**config.mk**
```make
export PLATFORM = sky130hd
export DESIGN_NAME = perf_counter_bank
export DESIGN_NICKNAME = d
export VERILOG_FILES = /design/src/rtl/perf_ctr_pkg.sv /design/src/rtl/perf_ctr_channel.sv /design/src/rtl/perf_counter_bank.sv
export SDC_FILE = /design/constraint.sdc
export NUM_CORES = 1
export LEC_CHECK = 0
export CORE_MARGIN = 2
export CORE_UTILIZATION = 36
export DETAILED_ROUTE_END_ITERATION = 10
export PLACE_DENSITY = 0.61
export SYNTH_ARGS = -nofsm -noshare
export SYNTH_HDL_FRONTEND = slang
export SYNTH_SLANG_ARGS = --single-unit
```
**constraint.sdc**
```tcl
create_clock -name CLK -period 1.9 [get_ports CLK]
set_input_delay 0.285 -clock CLK [delete_from_list [all_inputs] [get_ports CLK]]
set_output_delay 0.285 -clock CLK [all_outputs]
set_load 0.01 [all_outputs]
```
**src/rtl/perf_ctr_pkg.sv**
```systemverilog
// Shared constants and address helpers for the memory-mapped performance counter bank.
// Word addresses, CTRL field positions and per-channel counter address helpers.
package perf_ctr_pkg;

   localparam int ADDR_CTRL       = 0;
   localparam int ADDR_OVF        = 1;
   localparam int ADDR_STALL_MASK = 2;
   localparam int ADDR_CNT_BASE   = 4;

   localparam int CTRL_EN         = 0;
   localparam int CTRL_CLR        = 1;
   localparam int CTRL_IRQ_EN_LSB = 8;

   localparam int MAX_CNT         = 8;

   function automatic logic [31:0] cnt_lo_addr(input int ch);
      return 32'(ADDR_CNT_BASE + 2 * ch);
   endfunction

   function automatic logic [31:0] cnt_hi_addr(input int ch);
      return 32'(ADDR_CNT_BASE + 2 * ch + 1);
   endfunction

endpackage

```
**src/rtl/perf_ctr_channel.sv**
```systemverilog
// One performance counter channel: clear, partial lo/hi word writes and gated increment.
// wrap pulses in the cycle an increment rolls the counter from all-ones to zero.
module perf_ctr_channel
   import perf_ctr_pkg::*;
#(
   parameter int CNT_W = 32
) (
   input  logic             CLK,
   input  logic             reset,
   input  logic             inc,
   input  logic             clr,
   input  logic             wr_lo,
   input  logic             wr_hi,
   input  logic [31:0]      wr_data,
   output logic [CNT_W-1:0] cnt,
   output logic             wrap
);

   logic [63:0] cur64;
   logic [63:0] nxt64;
   logic        unused_nxt;

   // Work on a 64-bit view so a write replaces only the addressed word.
   assign cur64      = 64'(cnt);
   assign nxt64      = {(wr_hi ? wr_data : cur64[63:32]), (wr_lo ? wr_data : cur64[31:0])};
   assign unused_nxt = ^nxt64;

   // A clear or a write swallows the increment, so no wrap can happen alongside them.
   assign wrap = inc && !clr && !wr_lo && !wr_hi && (&cnt);

   always_ff @(posedge CLK) begin
      if (reset) begin
         cnt <= '0;
      end else if (clr) begin
         cnt <= '0;
      end else if (wr_lo || wr_hi) begin
         cnt <= nxt64[CNT_W-1:0];
      end else if (inc) begin
         cnt <= cnt + CNT_W'(1);
      end
   end

endmodule

```
**src/rtl/perf_counter_bank.sv**
```systemverilog
// Memory-mapped bank of NUM_CNT event counters with stall gating, sticky overflow and an IRQ.
// Holds the address decode, CTRL/OVF/STALL_MASK registers, hi shadow, read mux and IRQ register.
module perf_counter_bank
   import perf_ctr_pkg::*;
#(
   parameter int NUM_CNT = 4,
   parameter int CNT_W   = 32,
   parameter int ADDR_W  = 4
) (
   input  logic               CLK,
   input  logic               reset,
   input  logic [NUM_CNT-1:0] evt,       // per-channel event pulse ("event" is a reserved word)
   input  logic               stall,
   input  logic               rd_en,
   input  logic [ADDR_W-1:0]  rd_addr,
   output logic [31:0]        rd_data,
   input  logic               wr_en,
   input  logic [ADDR_W-1:0]  wr_addr,
   input  logic [31:0]        wr_data,
   output logic               ovf_irq
);

   // Handshake: rd_en/wr_en are single-cycle strobes with no backpressure; a read
   // issued in cycle N has rd_data valid in N+1, and rd_data holds until the next read.

   logic [31:0]        wa;
   logic [31:0]        ra;
   logic               ctrl_en;
   logic [NUM_CNT-1:0] irq_en;
   logic [NUM_CNT-1:0] ovf;
   logic [NUM_CNT-1:0] ovf_n;
   logic [NUM_CNT-1:0] stall_mask;
   logic [NUM_CNT-1:0] inc;
   logic [NUM_CNT-1:0] wrap;
   logic [NUM_CNT-1:0] wr_lo;
   logic [NUM_CNT-1:0] wr_hi;
   logic               wr_ctrl;
   logic               wr_ovf;
   logic               wr_mask;
   logic               clr;
   logic [31:0]        hi_shadow;
   logic [31:0]        shadow_n;
   logic [31:0]        rd_mux;
   logic [CNT_W-1:0]   cnt   [NUM_CNT];
   logic [63:0]        cnt64 [NUM_CNT];

   assign wa = 32'(wr_addr);
   assign ra = 32'(rd_addr);

   assign wr_ctrl = wr_en && (wa == 32'(ADDR_CTRL));
   assign wr_ovf  = wr_en && (wa == 32'(ADDR_OVF));
   assign wr_mask = wr_en && (wa == 32'(ADDR_STALL_MASK));
   assign clr     = wr_ctrl && wr_data[CTRL_CLR];

   for (genvar i = 0; i < NUM_CNT; i++) begin : g_ch
      assign inc[i]   = ctrl_en & evt[i] & ~(stall_mask[i] & stall);
      assign wr_lo[i] = wr_en && (wa == cnt_lo_addr(i));
      // Narrow counters have no hi bits, so a hi-word write is not a write at all.
      assign wr_hi[i] = (CNT_W > 32) && wr_en && (wa == cnt_hi_addr(i));
      assign cnt64[i] = 64'(cnt[i]);

      perf_ctr_channel #(
         .CNT_W (CNT_W)
      ) u_ch (
         .CLK     (CLK),
         .reset   (reset),
         .inc     (inc[i]),
         .clr     (clr),
         .wr_lo   (wr_lo[i]),
         .wr_hi   (wr_hi[i]),
         .wr_data (wr_data),
         .cnt     (cnt[i]),
         .wrap    (wrap[i])
      );
   end

   // Wrap is OR-ed in last so it beats a same-cycle write-1-to-clear.
   always_comb begin
      ovf_n = ovf;
      if (clr) begin
         ovf_n = '0;
      end else if (wr_ovf) begin
         ovf_n = ovf & ~wr_data[NUM_CNT-1:0];
      end
      ovf_n = ovf_n | wrap;
   end

   always_ff @(posedge CLK) begin
      if (reset) begin
         ctrl_en    <= 1'b0;
         irq_en     <= '0;
         stall_mask <= '0;
         ovf        <= '0;
      end else begin
         if (wr_ctrl) begin
            ctrl_en <= wr_data[CTRL_EN];
            irq_en  <= wr_data[CTRL_IRQ_EN_LSB +: NUM_CNT];
         end
         if (wr_mask) begin
            stall_mask <= wr_data[NUM_CNT-1:0];
         end
         ovf <= ovf_n;
      end
   end

   // Read mux sees pre-write register values; a lo read also captures the hi bits.
   always_comb begin
      rd_mux   = '0;
      shadow_n = hi_shadow;
      if (ra == 32'(ADDR_CTRL)) begin
         rd_mux[CTRL_EN]                     = ctrl_en;
         rd_mux[CTRL_IRQ_EN_LSB +: NUM_CNT]  = irq_en;
      end else if (ra == 32'(ADDR_OVF)) begin
         rd_mux[NUM_CNT-1:0] = ovf;
      end else if (ra == 32'(ADDR_STALL_MASK)) begin
         rd_mux[NUM_CNT-1:0] = stall_mask;
      end
      for (int i = 0; i < NUM_CNT; i++) begin
         if (ra == cnt_lo_addr(i)) begin
            rd_mux   = cnt64[i][31:0];
            shadow_n = cnt64[i][63:32];
         end
         if (ra == cnt_hi_addr(i)) begin
            rd_mux = hi_shadow;
         end
      end
   end

   always_ff @(posedge CLK) begin
      if (reset) begin
         rd_data   <= '0;
         hi_shadow <= '0;
         ovf_irq   <= 1'b0;
      end else begin
         if (rd_en) begin
            rd_data   <= rd_mux;
            hi_shadow <= shadow_n;
         end
         ovf_irq <= |(ovf & irq_en);
      end
   end

endmodule

```
# --- Word-level counts from Yosys, hierarchy flattened ---
# Cells that the tools add are included.
# W data, S select, Z words.
classes:
  n_addsub: 4
  n_eq_ne: 16
  muxes: 27
  bitwise_logic: 20
  n_reduce_logical: 39
op_table:
  columns: ["operator", "n"]
  rows:
  - ["$mux W32", 20]
  - ["$add A32 B1 Y32 const B", 4]
  - ["$reduce_and A32 Y1", 4]
  - ["$logic_not A32 Y1", 2]
  - ["$eq A4 B3 Y1 const B", 6]
  - ["$eq A4 B4 Y1 const B", 6]
  - ["$logic_and A1 B1 Y1", 20]
  - ["$mux W4", 5]
  - ["$and A1 B1 Y1", 12]
  - ["$and A4 B4 Y4", 2]
  - ["$eq A4 B1 Y1 const B", 2]
  - ["$eq A4 B2 Y1 const B", 2]
  - ["$reduce_bool A2 Y1", 4]
  - ["$logic_not A1 Y1", 5]
  - ["$not A1 Y1", 4]
  - ["$not A4 Y4", 1]
  - ["$or A4 B4 Y4", 1]
  - ["$reduce_bool A4 Y1", 1]
  - ["$reduce_or A4 Y1", 1]
  - ["$mux W3", 1]
  - ["$reduce_and A2 Y1", 1]
  - ["$reduce_or A2 Y1", 1]
  - ["$mux W1", 1]
totals:
  register_bits: 206
  inputBits: 49
  out_inout_bits: 33

# --- Depth between registers and ports, before layout ---
# Gate-level depths: netlist of the first run.
logic_depth:
  depth_word: 12
  mapped_depth: 8
  depth_no_buf: 7

# --- Cells and area by module ---
# Synthesis of the first run repeated with hierarchy kept, for this count alone.
unflattened:
  hier_cells: 1311
  area_unflattened_um2: 10447.5
modules_own_cells:
  columns: ["mod", "n_inst", "cells_each", "area_per_inst_um2", "seq_area_each_um2"]
  rows:
  - ["perf_ctr_channel", 4, 254, 1954.4, 640.6]
  - ["perf_counter_bank", 1, 295, 2630.0, 920.9]

# --- Worst setup path after synthesis of the first run ---
# OpenSTA, ideal clock, no wires.
synth_timing:
  path_kind: "register to register"
  startpoint: "reg g_ch[1].u_ch.cnt[2]"
  endpoint: "reg g_ch[1].u_ch.cnt[24]"
  setup_ns: 0.132
  arrival_time_ns: 1.694
  slack_ns: 0.074
  path_stages_with_launch: 8
  n_path_buf: 1
  synth_period_minus_slack_ns: 1.826
  path_cell_list: "dfxtp_1 nand4_2 a2111oi_4 and3_1 buf_4 and4_1 xnor2_1 a21oi_1"
synth_via:
  elab_chain_len: 3
synth_lines:
  columns: ["element", "line", "rtl"]
  rows:
  - ["from (decl)", "perf_ctr_channel.sv:15", "output logic [CNT_W-1:0] cnt,"]
  - ["from (signal assigned)", "perf_ctr_channel.sv:37", "cnt <= nxt64[CNT_W-1:0];"]
  - ["from (signal assigned)", "perf_ctr_channel.sv:39", "cnt <= cnt + CNT_W'(1);"]
  - ["$add A32 B1 Y32", "perf_ctr_channel.sv:39", null]
  - ["$mux W32", "perf_ctr_channel.sv:38", "end else if (inc) begin"]
  - ["$mux W32", "perf_ctr_channel.sv:36", "end else if (wr_lo || wr_hi) begin"]
# Every way passes these cells. The select of a mux whose other input is x is not followed.
# A chain may end at the register's enable or synchronous reset.

# --- Worst setup path in the final report of the first run ---
layout_timing:
  startpoint: "reg g_ch[0].u_ch.cnt[12]"
  endpoint: "reg g_ch[0].u_ch.cnt[26]"
layout_via:
  elab_chain_len: 3
layout_lines:
  columns: ["element", "line"]
  rows:
  - ["from (decl)", "perf_ctr_channel.sv:15"]
  - ["from (signal assigned)", "perf_ctr_channel.sv:37"]
  - ["from (signal assigned)", "perf_ctr_channel.sv:39"]
  - ["$add A32 B1 Y32", "perf_ctr_channel.sv:39"]
  - ["$mux W32", "perf_ctr_channel.sv:38"]
  - ["$mux W32", "perf_ctr_channel.sv:36"]
# Every way passes these cells. The select of a mux whose other input is x is not followed.

==> results of run 1 <==
-- state kept, by name, indices dropped and copies added (netlist names) --
name,cells
g_ch.u_ch.cnt,128
ovf,4
ovf_irq,1
stall_mask,4
ctrl_en,1
rd_data,32
irq_en,4
-- layer usage --
metal  share of wire [%]  track usage (%)  vias up
met2                  44            35.98      399
met3                 7.7            3.504       33
met4                 1.6            6.677        0
met1                  47            35.07     4369
li1                    -                -     4525
met5                   0                0        -
-- cell usage after synthesis, drive strengths merged (6+ instances only) --
cell and n:
a211oi 55, xnor2 50, and3 18, a22oi 63, or3 6, xor2 73
inv 14, a21oi 156, nand2 72, nor3 12, and2 8, clkbuf 69
nand4 47, dfxtp 174, nand3 38, nor2 118, buf 11, o21ai 80
and4 18
-- worst reg2reg max path, stage by stage (launching register included) --
cell,delay (ns)
dfxtp_1,0.33
nand4_1,0.16
or2_1,0.31
buf_4,0.17
nor4_2,0.24
buf_4,0.19
nand3_1,0.10
xor2_1,0.15
a21oi_1,0.13
-- final timing paths --
check                           cells past startpoint                   end                  from
worst max-delay path                                8  g_ch[0].u_ch.cnt[26]  g_ch[0].u_ch.cnt[12]
worst min-delay path                                2             irq_en[0]                 reset
worst max register to register                      8  g_ch[0].u_ch.cnt[26]  g_ch[0].u_ch.cnt[12]
worst min register to register                      2             irq_en[2]             irq_en[2]
-- cell type report --
type,instances,share of cell area [%]
multi-input combinational,860,43.46
sequential,174,28.14
timing repair buffer,271,19.92
clock buffer,23,3.846
tap,330,3.322
clock inverter,9,0.8859
inverter,14,0.4228
-- power by group through the flow --
stage	registers, mW	logic (mW)	clock network (mW)
2_1_floorplan	3.85	0.276	0
3_3_place_gp	3.85	0.709	0
3_5_place_dp	3.85	0.714	0
4_1_cts	3.77	0.716	3.58
5_1_grt	3.78	0.778	3.73
6_report	3.77	0.728	3.54
-- kinds of logic after synthesis --
kind of cell,synth area share [%]
muxes,0.5486
and+or+nand+nor,19.94
DFF,38.18
xor gates and xnor gates,11.81
AOI/OAI and AO/OA,24.95
buffers and inverters,4.032
adders and majority gates,0.5486
-- timing repair --
action                     CTS  global route
gates resized for setup      7            24
buffers inserted             1             4
setup endpoints to repair   22            38
pin swaps                    3            12
hold buffers                 0             0
==> flow_summary.json, run 1 <==
{
  "place_hpwl_microns": 23860,
  "dr.pass1.iters": 7,
  "synthCells": 1128,
  "cts-root-buf": "clkbuf_16",
  "gp_congestion": 0.9317,
  "setup_viol": 0,
  "required_ns": 2.26,
  "seq_area_frac_synth_pct": 38.18,
  "nFillCells": 2366,
  "yosys_warnings": 0,
  "rrSetupSlack_ns": 0.06,
  "finalPower_mw": 8.034,
  "async_flop_share_pct": 0,
  "h-tree-depth": 4,
  "syn-cell-area_sq_um": 9124,
  "clk_pin_slew_ns": 0.06,
  "synth-edff-count": 0,
  "postPlaceCellArea_sq_um": 11690,
  "powerDensity_nw_per_um2": 646.4,
  "worst-path-max-fanout": 4,
  "multi_input_area_sq_um": 5401,
  "mostFrequentLayoutCells": "buf_4, dfxtp_1, a21oi_1",
  "crit_family": "simple AND/OR/NAND/NOR gates",
  "crit_path_cell_trace": "nand4_1 -> or2_1 -> buf_4 -> nor4_2 -> buf_4 -> nand3_1 -> xor2_1 -> a21oi_1",
  "syn_nets": 1181,
  "syn_to_final_growth_pct": 36.22,
  "p_leak_nw": 4.310,
  "grt.total_usage_pct": 23.81,
  "nets": 1391,
  "drc": 0,
  "crit_top_cell": "buf_4",
  "period_needed_ns": 1.841,
  "rsz0062_at_grt": "yes",
  "viasPerCell": 5.548,
  "setup-tns-final_ns": 0,
  "final_common_cell": "buf_4",
  "finalInstanceArea_sq_um": 12430,
  "antenna_found_initial": 0,
  "path_class": "flop to flop",
  "vias": 9326,
  "status": "finished clean",
  "slew_viol_final": 0,
  "cp.arrival_ns": 2.21,
  "routedWlPerCell_microns": 18.71,
  "cts_buffer_depth": 2,
  "slowest_stage": "dfxtp_1",
  "grt_overflow": 0,
  "swShare_pct": 24.38,
  "dpl_worst_slack_ns": -0.4685,
  "p_clk_share_pct": 44.0,
  "ys.flop_type": "dfxtp_1",
  "layout-drive-gt1-share_pct": 20.21,
  "grt_pass1_vias": 8562,
  "dieArea_sq_um": 26630,
  "seq_area_sq_um": 3497,
  "grt_start_max_net_pins": 66,
  "yosysTopAreaCell": "dfxtp_1",
  "crit_buf_inv": 2,
  "num_io_pins": 82,
  "startpoint_type": "flop",
  "yosys.cell_types.count": 44,
  "dieHeight_microns": 163.2,
  "yosys_register_bits": 174,
  "maxCapViolations": 0,
  "row_count": 58,
  "cts_num_sinks": 174,
  "seqPwrFrac_pct": 46.9,
  "ant_nets": 0,
  "hp-class": "input port to flop",
  "final_cells": 1681,
  "netSwitchingPower_mw": 1.958,
  "p_comb_share_pct": 9.1,
  "port_buffers": 81,
  "hold_ws_ns": 0.2503,
  "cpPeakStageDelay_ns": 0.33,
  "slew_headroom_pct": 65.16,
  "coreArea_sq_um": 25040,
  "grt_first_pass_wirelength_microns": 48870,
  "drt_iter0_drc": 961,
  "worst_pin_slew_ns": 0.5210,
  "peakVddDrop_mv": 0.5631,
  "cts_buffers": 17,
  "p_int_mw": 6.076,
  "fmaxAchievable_mhz": 543.2,
  "final_hold_viol_count": 0,
  "dieWidth_microns": 163.2,
  "routed_wl_microns": 31460,
  "finClkSkew_ns": 0.01138,
  "diodes": 0,
  "clock_latency_ns": 0.43,
  "initial_core_util_pct": 36.44,
  "endpoint_kind": "flop",
  "worst_slack_ns": 0.05920,
  "synth_area_per_cell_sq_um": 8.088,
  "synth_top_area_share_pct": 38.18,
  "dp.cells": 1645,
  "cts_tree": "built",
  "fin_crit_sh_pct": 96.88,
  "netlist_top_cells_area": "dfxtp_1, a21oi_1, xor2_1",
  "fin_util_pct": 49.64
}
(Power assumes the default switching activity.)
==> run 2: changes to the inputs <==
Settings changed: ABC_AREA set to 0, CTS_CLUSTER_DIAMETER set to 80, SLEW_MARGIN set to 5.
==> results of run 2 <==
The final DEF is identical to that of run 1; final timing and power are the same.
